`src/rtl/axi4l_master.sv`:
```
// AXI4-Lite initiator: converts one core load/store request into a single AXI4-Lite
// read or write transaction, one outstanding at a time.
module axi4l_master (
   input  logic        clk,
   input  logic        rst_n,
   input  logic        mem_req_i,
   input  logic        mem_we_i,
   input  logic [31:0] mem_addr_i,
   input  logic [31:0] mem_wdata_i,
   input  logic [3:0]  mem_wstrb_i,
   output logic        mem_rdy_o,
   output logic        mem_done_o,
   output logic [31:0] mem_rdata_o,
   output logic        mem_err_o,
   output logic [31:0] m_axi_awaddr,
   output logic [2:0]  m_axi_awprot,
   output logic        m_axi_awvalid,
   input  logic        m_axi_awready,
   output logic [31:0] m_axi_wdata,
   output logic [3:0]  m_axi_wstrb,
   output logic        m_axi_wvalid,
   input  logic        m_axi_wready,
   input  logic [1:0]  m_axi_bresp,
   input  logic        m_axi_bvalid,
   output logic        m_axi_bready,
   output logic [31:0] m_axi_araddr,
   output logic [2:0]  m_axi_arprot,
   output logic        m_axi_arvalid,
   input  logic        m_axi_arready,
   input  logic [31:0] m_axi_rdata,
   input  logic [1:0]  m_axi_rresp,
   input  logic        m_axi_rvalid,
   output logic        m_axi_rready
);

   localparam int MemAddrBus = 32;
   localparam int MemBus     = 32;

   typedef enum logic [2:0] {
      IDLE,
      WADDR,
      WRESP,
      RADDR,
      RDATA,
      DONE
   } state_t;

   state_t                  state_q, state_d;
   logic [MemAddrBus-1:0]   addr_q, addr_d;
   logic [MemBus-1:0]       wdata_q, wdata_d;
   logic [MemBus/8-1:0]     wstrb_q, wstrb_d;
   logic                    awvalid_q, awvalid_d;
   logic                    wvalid_q, wvalid_d;
   logic                    arvalid_q, arvalid_d;
   logic [MemBus-1:0]       rdata_q, rdata_d;
   logic                    err_q, err_d;

   always_ff @(posedge clk) begin
      if (!rst_n) begin
         state_q   <= IDLE;
         addr_q    <= '0;
         wdata_q   <= '0;
         wstrb_q   <= '0;
         awvalid_q <= 1'b0;
         wvalid_q  <= 1'b0;
         arvalid_q <= 1'b0;
         rdata_q   <= '0;
         err_q     <= 1'b0;
      end else begin
         state_q   <= state_d;
         addr_q    <= addr_d;
         wdata_q   <= wdata_d;
         wstrb_q   <= wstrb_d;
         awvalid_q <= awvalid_d;
         wvalid_q  <= wvalid_d;
         arvalid_q <= arvalid_d;
         rdata_q   <= rdata_d;
         err_q     <= err_d;
      end
   end

   always_comb begin
      state_d   = state_q;
      addr_d    = addr_q;
      wdata_d   = wdata_q;
      wstrb_d   = wstrb_q;
      awvalid_d = awvalid_q;
      wvalid_d  = wvalid_q;
      arvalid_d = arvalid_q;
      rdata_d   = rdata_q;
      err_d     = err_q;
      case (state_q)
         IDLE: begin
            if (mem_req_i) begin
               addr_d  = mem_addr_i;
               wdata_d = mem_wdata_i;
               wstrb_d = mem_wstrb_i;
               if (mem_we_i) begin
                  state_d   = WADDR;
                  awvalid_d = 1'b1;
                  wvalid_d  = 1'b1;
               end else begin
                  state_d   = RADDR;
                  arvalid_d = 1'b1;
               end
            end
         end
         // AW and W retire independently; leave once neither is still pending
         WADDR: begin
            if (awvalid_q && m_axi_awready) awvalid_d = 1'b0;
            if (wvalid_q && m_axi_wready)   wvalid_d  = 1'b0;
            if ((!awvalid_q || m_axi_awready) && (!wvalid_q || m_axi_wready)) begin
               state_d = WRESP;
            end
         end
         WRESP: begin
            if (m_axi_bvalid) begin
               err_d   = m_axi_bresp[1];
               state_d = DONE;
            end
         end
         RADDR: begin
            if (m_axi_arready) begin
               arvalid_d = 1'b0;
               state_d   = RDATA;
            end
         end
         RDATA: begin
            if (m_axi_rvalid) begin
               rdata_d = m_axi_rdata;
               err_d   = m_axi_rresp[1];
               state_d = DONE;
            end
         end
         DONE:    state_d = IDLE;
         default: state_d = IDLE;
      endcase
   end

   assign mem_rdy_o     = (state_q == IDLE);
   assign mem_done_o    = (state_q == DONE);
   assign mem_rdata_o   = rdata_q;
   assign mem_err_o     = err_q;
   assign m_axi_awaddr  = addr_q;
   assign m_axi_awprot  = 3'b000;
   assign m_axi_awvalid = awvalid_q;
   assign m_axi_wdata   = wdata_q;
   assign m_axi_wstrb   = wstrb_q;
   assign m_axi_wvalid  = wvalid_q;
   assign m_axi_bready  = (state_q == WRESP);
   assign m_axi_araddr  = addr_q;
   assign m_axi_arprot  = 3'b000;
   assign m_axi_arvalid = arvalid_q;
   assign m_axi_rready  = (state_q == RDATA);

endmodule
```
`config.mk`:
```
export PLATFORM = sky130hd
export DESIGN_NAME = axi4l_master
export DESIGN_NICKNAME = d
export VERILOG_FILES = /design/src/rtl/axi4l_master.sv
export SDC_FILE = /design/constraint.sdc
export NUM_CORES = 1
export LEC_CHECK = 0
export ABC_AREA = 1
export BUFFER_PORTS_ARGS = -buffer_cell sky130_fd_sc_hd__buf_2
export CORE_MARGIN = 5
export CORE_UTILIZATION = 39
export CTS_BUF_LIST = sky130_fd_sc_hd__clkbuf_16
export DETAILED_ROUTE_END_ITERATION = 10
export MAX_ROUTING_LAYER = met4
export PLACE_DENSITY = 0.73
export SETUP_SLACK_MARGIN = 0.05
export SLEW_MARGIN = 15
export SYNTH_ARGS = -nofsm -noshare
export SYNTH_HDL_FRONTEND = slang
export SYNTH_SLANG_ARGS = --single-unit
```
`constraint.sdc`:
```
create_clock -name clk -period 1.16 [get_ports clk]
set_input_delay 0.058 -clock clk [delete_from_list [all_inputs] [get_ports clk]]
set_output_delay 0.058 -clock clk [all_outputs]
set_load 0.01 [all_outputs]
```
Word level (Yosys, flattened, before mapping):

Index checks and enable logic that the tools add are counted.

* bits in registers: 107
* input port bits: 113
* output and inout port bits: 146
* word-level logic and storage cells: 61

* equality and inequality tests: 14
* muxes and demuxes: 20
* reduce and logical (&&, ||, !) cells: 18

Operator list (number)
* $ne A2 B2 Y1 const B: 9
* $mux W3: 5
* $pmux W3 S5: 1
* $reduce_and A4 Y1: 3
* $mux W1: 9
* $pmux W1 S2: 4
* $eq A3 B2 Y1 const B: 2
* $eq A3 B3 Y1 const B: 2
* $reduce_bool A2 Y1: 3
* $reduce_and A5 Y1: 1
* $reduce_and A2 Y1: 2
* $eq A3 B1 Y1 const B: 1
* $logic_and A1 B1 Y1: 3
* $logic_not A3 Y1: 1
* $reduce_and A3 Y1: 1
* $logic_not A1 Y1: 2
* $logic_or A1 B1 Y1: 2
* $mux W2: 1

Depth between registers and ports, before layout:

Gate-level depths: netlist (run 1).

* word-level depth: 5
* mapped depth: 9
* mapped depth without buffers: 9

Least setup slack after synthesis (run 1):

No wires, ideal clock.

* kind: register to register
* start: register state_q[0]
* end: register wdata_q[3], in the netlist m_axi_wdata[3]
* arrival: 1.164 ns
* required time: 1.044 ns
* setup slack: -0.120 ns
* stages on the path, launching flop included: 10
* buffers on the path: 3
* cells stage by stage: dfxtp_1 buf_6 nor2_4 nand2_4 nor2_8 inv_2 buf_6 buf_6 nor2_1 nor2_1

* longest elaborated chain between the ends: 2

RTL lines
* start: declaration: line 48 `state_t state_q, state_d;`
* start signal: assignment: line 70 `state_q <= state_d;`
* $logic_not A3 Y1: line 92 `case (state_q)`
* $reduce_and A2 Y1 (no source line)
* end signal: assignment: line 72 `wdata_q <= wdata_d;`
* end: declaration: line 50 `logic [MemBus-1:0] wdata_q, wdata_d;`

Every way passes these cells.
A chain may end at the register's enable or synchronous reset.

Final worst setup path (run 1):

* start: register state_q[1]
* end: register wdata_q[4], in the netlist m_axi_wdata[4]

The elaborated chain is that of the path after synthesis.

==> flow_summary.ini, run 1 <==
[outcome]
status = finished, violations left
violations = negative setup slack

[timing]
fin_crit_ns = 1.428
holdWs_ns = 0.006276
drv_slew = 0
grt_setup_unrepaired = yes
setup_violations = 111
fin_ws_ns = -0.2683
period_share_pct = 123.1
finalHoldViolations = 0
fmax_mhz = 700.1
skew_ns = 0.009264

[critical_path]
crit_path_start_kind = flip-flop
r2r-end = m_axi_wdata[4]$_SDFFE_PN0P_
crit_path_end_kind = flip-flop
arrival_ns = 1.70
r2r-start = state_q[1]$_SDFFE_PN0P_
path_class = reg -> reg
reg2reg_depth = 8
reg2reg_slack_ns = -0.27
critical_path_required_ns = 1.43
path_max_fanout = 6

[layout]
nets = 1015
final-seq-area_um2 = 2153
post-route-cell-area_um2 = 7835
area_growth_pct = 83.69
n_fill_cell = 726
multi_input_area_um2 = 2041
drive_gt1_share_pct = 47.63
antenna_cells = 0

[worst_hold_path]
min_path_type = in -> reg
worstHoldStart = m_axi_rdata[10]
hold_end = mem_rdata_o[10]$_SDFFE_PN0P_
min_path_cells = 3

[die]
start_util_pct = 39.52
design.portCount = 259
row_count = 38
die-area_um2 = 13130
core_area_um2 = 10790
die_h_um = 114.6
die_w_um = 114.6

[detailed_routing]
first_pass_iters = 5
drc = 0
drt_wl_total_um = 18260
vias = 5283
drtIter0Drc = 457
via_per_inst = 5.046
final_antenna_net_count = 0
post_drt_wl_per_cell_um = 17.44

[place]
port_buffers = 250
gp_congestion = 0.8464
dpl_cell_area_um2 = 5510
dp.final_hpwl_um = 9197

[global_route]
grt_usage_pct = 23.38
antenna_found_initial = 0
grt_pass1_vias = 5059
grt_pass1_wl_um = 24280
grt_remaining_overflow = 0
grt_max_degree = 62

[clocking]
cts.path.max_buffers = 2
clock_latency_ns = 0.34
clock-sinks = 107
path_clk_slew_ns = 0.07
cts_tree = done
htree_levels = 3
root_buffer = clkbuf_16
cts_buffers = 9

[yosys]
synth_edf_count = 0
synth_top_cells_by_area = dfxtp_1 50%, nor2_1 13%, o21ai_0 7.5%, buf_4 6.7%, nand2_1 4.7%
ys.warnings.count = 0
ys_seq_elements = 107
ys_seq_area_share_pct = 50.22
syn_area_um2 = 4265
yosys_most_used_dff = dfxtp_1
ys_async_sr_fraction_pct = 0
ys_top_cells_by_count = 153 x nor2_1, 107 x dfxtp_1, 64 x o21ai_0, 53 x nand2_1, 39 x nand3_1
netlist_instances = 554
yosysUniqueCellTypes = 23
synth_top_area_cell = dfxtp_1
synth_top_cell_area_share_pct = 50.22
syn_area_per_cell_um2 = 7.699
yosysMostFrequentCell = nor2_1

[power]
finalPower_mw = 16.40
leakage_nw = 3.766
pwr_density_cell_nw_per_um2 = 2093
irDropWorstVdd_uv = 1235

[run]
cap_violations = 0
-- stage by stage --
step           setup TNS (ns)  worst slack (ns)  util (%)  cells
6_report               -21.29           -0.2683     72.59   1047
5_1_grt                -28.21           -0.3326     72.59   1047
4_1_cts                -11.07           -0.1450     64.80   1022
3_5_place_dp           -8.490           -0.1470     51.05    902
3_3_place_gp           -4.490           -0.1063     51.05    902
2_1_floorplan          -5.810           -0.1202         -    559
-- worst max-delay path: stages (launching register included) --
cell,delay (ns)
dfxtp_4,0.35
nor2_4,0.13
nand2_4,0.09
nor2_8,0.21
buf_12,0.14
buf_8,0.11
buf_6,0.12
o21ai_2,0.07
nor2_1,0.13
-- cells in the final DEF, fill, tap and decap left out, types with 4 or more instances in the layout --
cell type      synthesis  final
buf_2                  8    247
dfxtp_1              107    104
nor2_1               153    100
dlygate4sd3_1          0     94
nand2_1               53     46
nand3_1               39     35
a21oi_1               37     35
o21ai_0               64     31
nor2_2                 0     29
nor2_4                 1     25
o21ai_2                0     25
buf_4                 38     23
clkbuf_16              0     17
buf_6                  8     15
o21ai_1                6     12
buf_12                 0     11
inv_1                 10      7
conb_1                 1      6
inv_6                  0      4
nand2_4                1      4
nand3_2                0      4
buf_8                  0      4
-- layout make-up --
| type | instances | area share (%) |
|---|---|---|
| Clock inverter | 7 | 0.9422 |
| Timing Repair Buffer | 405 | 39.33 |
| Multi-Input combinational cell | 365 | 26.05 |
| Clock buffer | 9 | 2.874 |
| Inverter | 13 | 0.9422 |
| Timing Repair inverter | 1 | 0.1437 |
| Sequential cell | 107 | 27.48 |
| Tap cell | 140 | 2.236 |
-- power by group --
| group | leakage (nW) | total, mW | internal [mW] | switching [mW] |
|---|---|---|---|---|
| Sequential | 0.879 | 5.24 | 4.57 | 0.669 |
| Combinational | 2.73 | 8.04 | 3.79 | 4.25 |
| Clock | 0.152 | 3.12 | 1.69 | 1.42 |
| Total | 3.77 | 16.4 | 10.1 | 6.34 |
-- cells by family (layout without fill, tap and decap cells) --
group	count (synthesis)	count (layout)	share of synthesized area [%]
other	1	6	0.08792
AO/OA/AOI/OAI	108	108	12.73
AND/OR/NAND/NOR	251	251	24.20
buffers and inverters	87	435	12.76
flip-flops	107	107	50.22
-- worst max path at each step --
stage	cells after the start	slack, ns	start	endpoint
final	8	-0.27	state_q[1]$_SDFFE_PN0P_	m_axi_wdata[4]$_SDFFE_PN0P_
after CTS	5	-0.15	state_q[0]$_SDFFE_PN0P_	m_axi_rready
after detailed placement	7	-0.15	state_q[1]$_SDFFE_PN0P_	state_q[0]$_SDFFE_PN0P_
after global placement	7	-0.11	state_q[1]$_SDFFE_PN0P_	state_q[0]$_SDFFE_PN0P_
after global routing	7	-0.33	state_q[1]$_SDFFE_PN0P_	m_axi_wdata[20]$_SDFFE_PN0P_
after floorplan	9	-0.12	state_q[0]$_SDFFE_PN0P_	m_axi_wdata[3]$_SDFFE_PN0P_
-- metal layers --
| metal | part of all wire (%) | routed length (um) | up-vias | GRT usage, % |
|---|---|---|---|---|
| met1 | 36 | 6488 | 2437 | 26.16 |
| met4 | 3.2 | 579 | 0 | 6.968 |
| met3 | 9.4 | 1712 | 59 | 5.285 |
| met2 | 52 | 9478 | 337 | 41.40 |
| li1 | - | - | 2450 | - |
| met5 | 0 | 0 | - | - |
-- what timing repair did --
| action | in CTS | in global routing |
|---|---|---|
| setup endpoints to repair | 111 | 111 |
| buffers inserted | 9 | 9 |
| gates cloned | 2 | 15 |
| hold endpoints to repair | 93 | 1 |
| gates resized for setup | 47 | 158 |
| hold buffers | 93 | 1 |
| pin swaps | 20 | 40 |
-- sequential cells by signal, indices dropped and copies added, names as in the netlist --
name	count
m_axi_wdata	32
m_axi_araddr	32
m_axi_wstrb	4
mem_rdata_o	32
state_q	3
m_axi_wvalid	1
m_axi_awvalid	1
m_axi_arvalid	1
mem_err_o	1
No activity file was read; power rests on OpenSTA's default activity.
==> inputs of run 2 (changes only) <==
--- a/config.mk
+++ b/config.mk
@@ -13,7 +13,7 @@
 export DETAILED_ROUTE_END_ITERATION = 10
 export MAX_ROUTING_LAYER = met4
 export PLACE_DENSITY = 0.73
-export SETUP_SLACK_MARGIN = 0.05
+export SETUP_SLACK_MARGIN = 0.5
 export SLEW_MARGIN = 15
 export SYNTH_ARGS = -nofsm -noshare
 export SYNTH_HDL_FRONTEND = slang
==> run 2 against run 1 <==
The flow still finishes with violations (negative setup slack); setup slack improved by 0.12 ns; register-to-register slack improved by 0.12 ns; sequential power fell by 2%; routed wire length fell by 14%; combinational power fell by 25%; fmax rose by 8.8%; hold slack improved by 0.068 ns; via count fell by 6.4%; global-route usage fell by 1.6 points; critical path type unchanged; largest cell class unchanged.
==> flow_summary.ini, run 2 (synthesized netlist as in run 1, its figures left out) <==
[clocking]
htree_levels = 3
cts_tree = done
root_buffer = clkbuf_16
cts.path.max_buffers = 2
clock_latency_ns = 0.34
clock-sinks = 107
cts_buffers = 9
path_clk_slew_ns = 0.07

[layout]
nets = 991
area_growth_pct = 68.44
post-route-cell-area_um2 = 7184
final_cells = 1023
final_cell_mix = 244 x buf_2, 134 x nor2_1, 104 x dfxtp_1, 100 x dlygate4sd3_1, 55 x o21ai_0
antenna_cells = 0
n_fill_cell = 814
final_common_cell = buf_2
drive_gt1_share_pct = 38.62

[worst_hold_path]
min_path_type = in -> reg
worstHoldStart = mem_we_i
min_path_cells = 5
hold_end = m_axi_wvalid$_SDFFE_PN0P_

[power]
leakage_nw = 3.575
pwr-share-comb_pct = 41.9
clkPwrFrac_pct = 22.7
power.internal_mw = 9.171
switching_share_pct = 36.76
power_frac_seq_pct = 35.4
switchingPower_mw = 5.332
irDropWorstVdd_uv = 1130
pwr_density_cell_nw_per_um2 = 2019

[critical_path]
critical-path-top-delay-family = simple AND/OR/NAND/NOR gates
crit_top_cell = nor2_1
crit_path_end_kind = flip-flop
crit_path_start_kind = flip-flop
crit_slowest_cell = dfxtp_2
crit_chain = nor2_4 > nand2_4 > nor2_8 > inv_6 > buf_12 > nor2_1 > nor2_1
path_max_fanout = 17
critical_path_required_ns = 1.38
r2r-end = m_axi_araddr[17]$_SDFFE_PN0P_
arrival_ns = 1.54
reg2reg_slack_ns = -0.15
path_buf_inv = 2
path_class = reg -> reg
r2r-start = state_q[1]$_SDFFE_PN0P_
crit_path_max_incr_delay_ns = 0.35
worst-path-stages = 7
reg2reg_depth = 7

[die]
die_h_um = 114.6
die-area_um2 = 13130
start_util_pct = 39.52
design.portCount = 259
row_count = 38
core_area_um2 = 10790
die_w_um = 114.6

[timing]
finalHoldViolations = 0
setup_violations = 111
fmax_mhz = 761.9
fin_crit_ns = 1.313
fin_ws_ns = -0.1526
period_share_pct = 113.2
skew_ns = 0.01138
grt_setup_unrepaired = yes
drv_slew = 0

[detailed_routing]
drt_wl_total_um = 15680
first_pass_iters = 4
drc = 0
post_drt_wl_per_cell_um = 15.33
via_per_inst = 4.836
final_antenna_net_count = 0
vias = 4947
drtIter0Drc = 338

[place]
dpl_cell_area_um2 = 5461
gp_congestion = 0.8248
port_buffers = 250
dp.final_hpwl_um = 8656
place_inst = 895

[global_route]
grt_usage_pct = 21.78
grt_max_degree = 70
grt_pass1_wl_um = 22690
grt_pass1_vias = 4827
antenna_found_initial = 0
grt_remaining_overflow = 0

[outcome]
violations = negative setup slack
status = finished, violations left

[run]
cap_violations = 0
## run 2: changes by cell type in the layout (fill, tap and decap cells not counted), moves of 4 or more
| cell | change |
|---|---|
| nor2_1 | +34 |
| o21ai_2 | -25 |
| nor2_4 | -24 |
| o21ai_0 | +24 |
| buf_4 | -10 |
| nor2_2 | -10 |
| dlygate4sd3_1 | +6 |
| buf_12 | -5 |
| buf_6 | -4 |
| clkbuf_16 | -4 |
## run 2: tightest hold or removal path, stage by stage
cell     delay, ns
buf_2         0.11
nand2_2       0.06
nand2_1       0.05
a21oi_1       0.04
nor2_1        0.06
## run 2: final cells by class
cell class              count  area [um^2]  area share (%)
clock buffers               9        225.2           3.135
clock inverters             7        98.84           1.376
inverters                  13        58.81          0.8185
multi-input cells         365         1717           23.89
flip-flops and latches    107         2148           29.90
well taps                 140        175.2           2.438
repair buffers            382         2761           38.44
## run 2: timing repair
action	CTS	global route
buffers inserted	3	0
gates cloned	2	7
resized for setup	33	34
hold endpoints to repair	100	0
hold buffers	100	0
setup endpoints to repair	247	247
pin swaps	3	3
## run 2: stage by stage
stage	util [%]	total power, mW	setup TNS [ns]	hold WS, ns	setup slack (ns)
after floorplan	-	8.269	-6.096	0.1929	-0.1202
after global placement	50.60	9.850	-5.942	0.2786	-0.09126
after detailed placement	50.60	9.907	-10.80	0.2852	-0.1480
after CTS	64.58	13.86	-9.548	0.05976	-0.1454
after global routing	66.57	15.41	-20.92	0.1081	-0.2515
final	66.57	14.50	-12.80	0.07394	-0.1526
## run 2: per-layer routing
layer	up-vias	global-route usage, %	wire length (um)
met1	2249	24.28	6099
met2	264	37.41	7761
met3	44	5.391	1297
met4	0	8.393	522
met5	-	-	0
li1	2390	-	-
## run 2: worst max-delay path by stage
| stage | from | to | slack [ns] |
|---|---|---|---|
| 2_1_floorplan | state_q[0]$_SDFFE_PN0P_ | m_axi_wdata[3]$_SDFFE_PN0P_ | -0.12 |
| 3_3_place_gp | state_q[1]$_SDFFE_PN0P_ | m_axi_wvalid$_SDFFE_PN0P_ | -0.09 |
| 3_5_place_dp | state_q[1]$_SDFFE_PN0P_ | m_axi_awvalid$_SDFFE_PN0P_ | -0.15 |
| 4_1_cts | state_q[1]$_SDFFE_PN0P_ | m_axi_bready | -0.15 |
| 5_1_grt | state_q[1]$_SDFFE_PN0P_ | state_q[1]$_SDFFE_PN0P_ | -0.25 |
| 6_report | state_q[1]$_SDFFE_PN0P_ | m_axi_araddr[17]$_SDFFE_PN0P_ | -0.15 |
## run 2: power by group through the flow
| stage | Combinational [mW] | Sequential, mW | Clock [mW] |
|---|---|---|---|
| final | 6.07 | 5.14 | 3.30 |
| after global routing | 6.62 | 5.26 | 3.53 |
| after CTS | 5.36 | 5.10 | 3.40 |
| after detailed placement | 4.79 | 5.12 | 0 |
| after global placement | 4.73 | 5.12 | 0 |
| after floorplan | 2.78 | 5.49 | 0 |
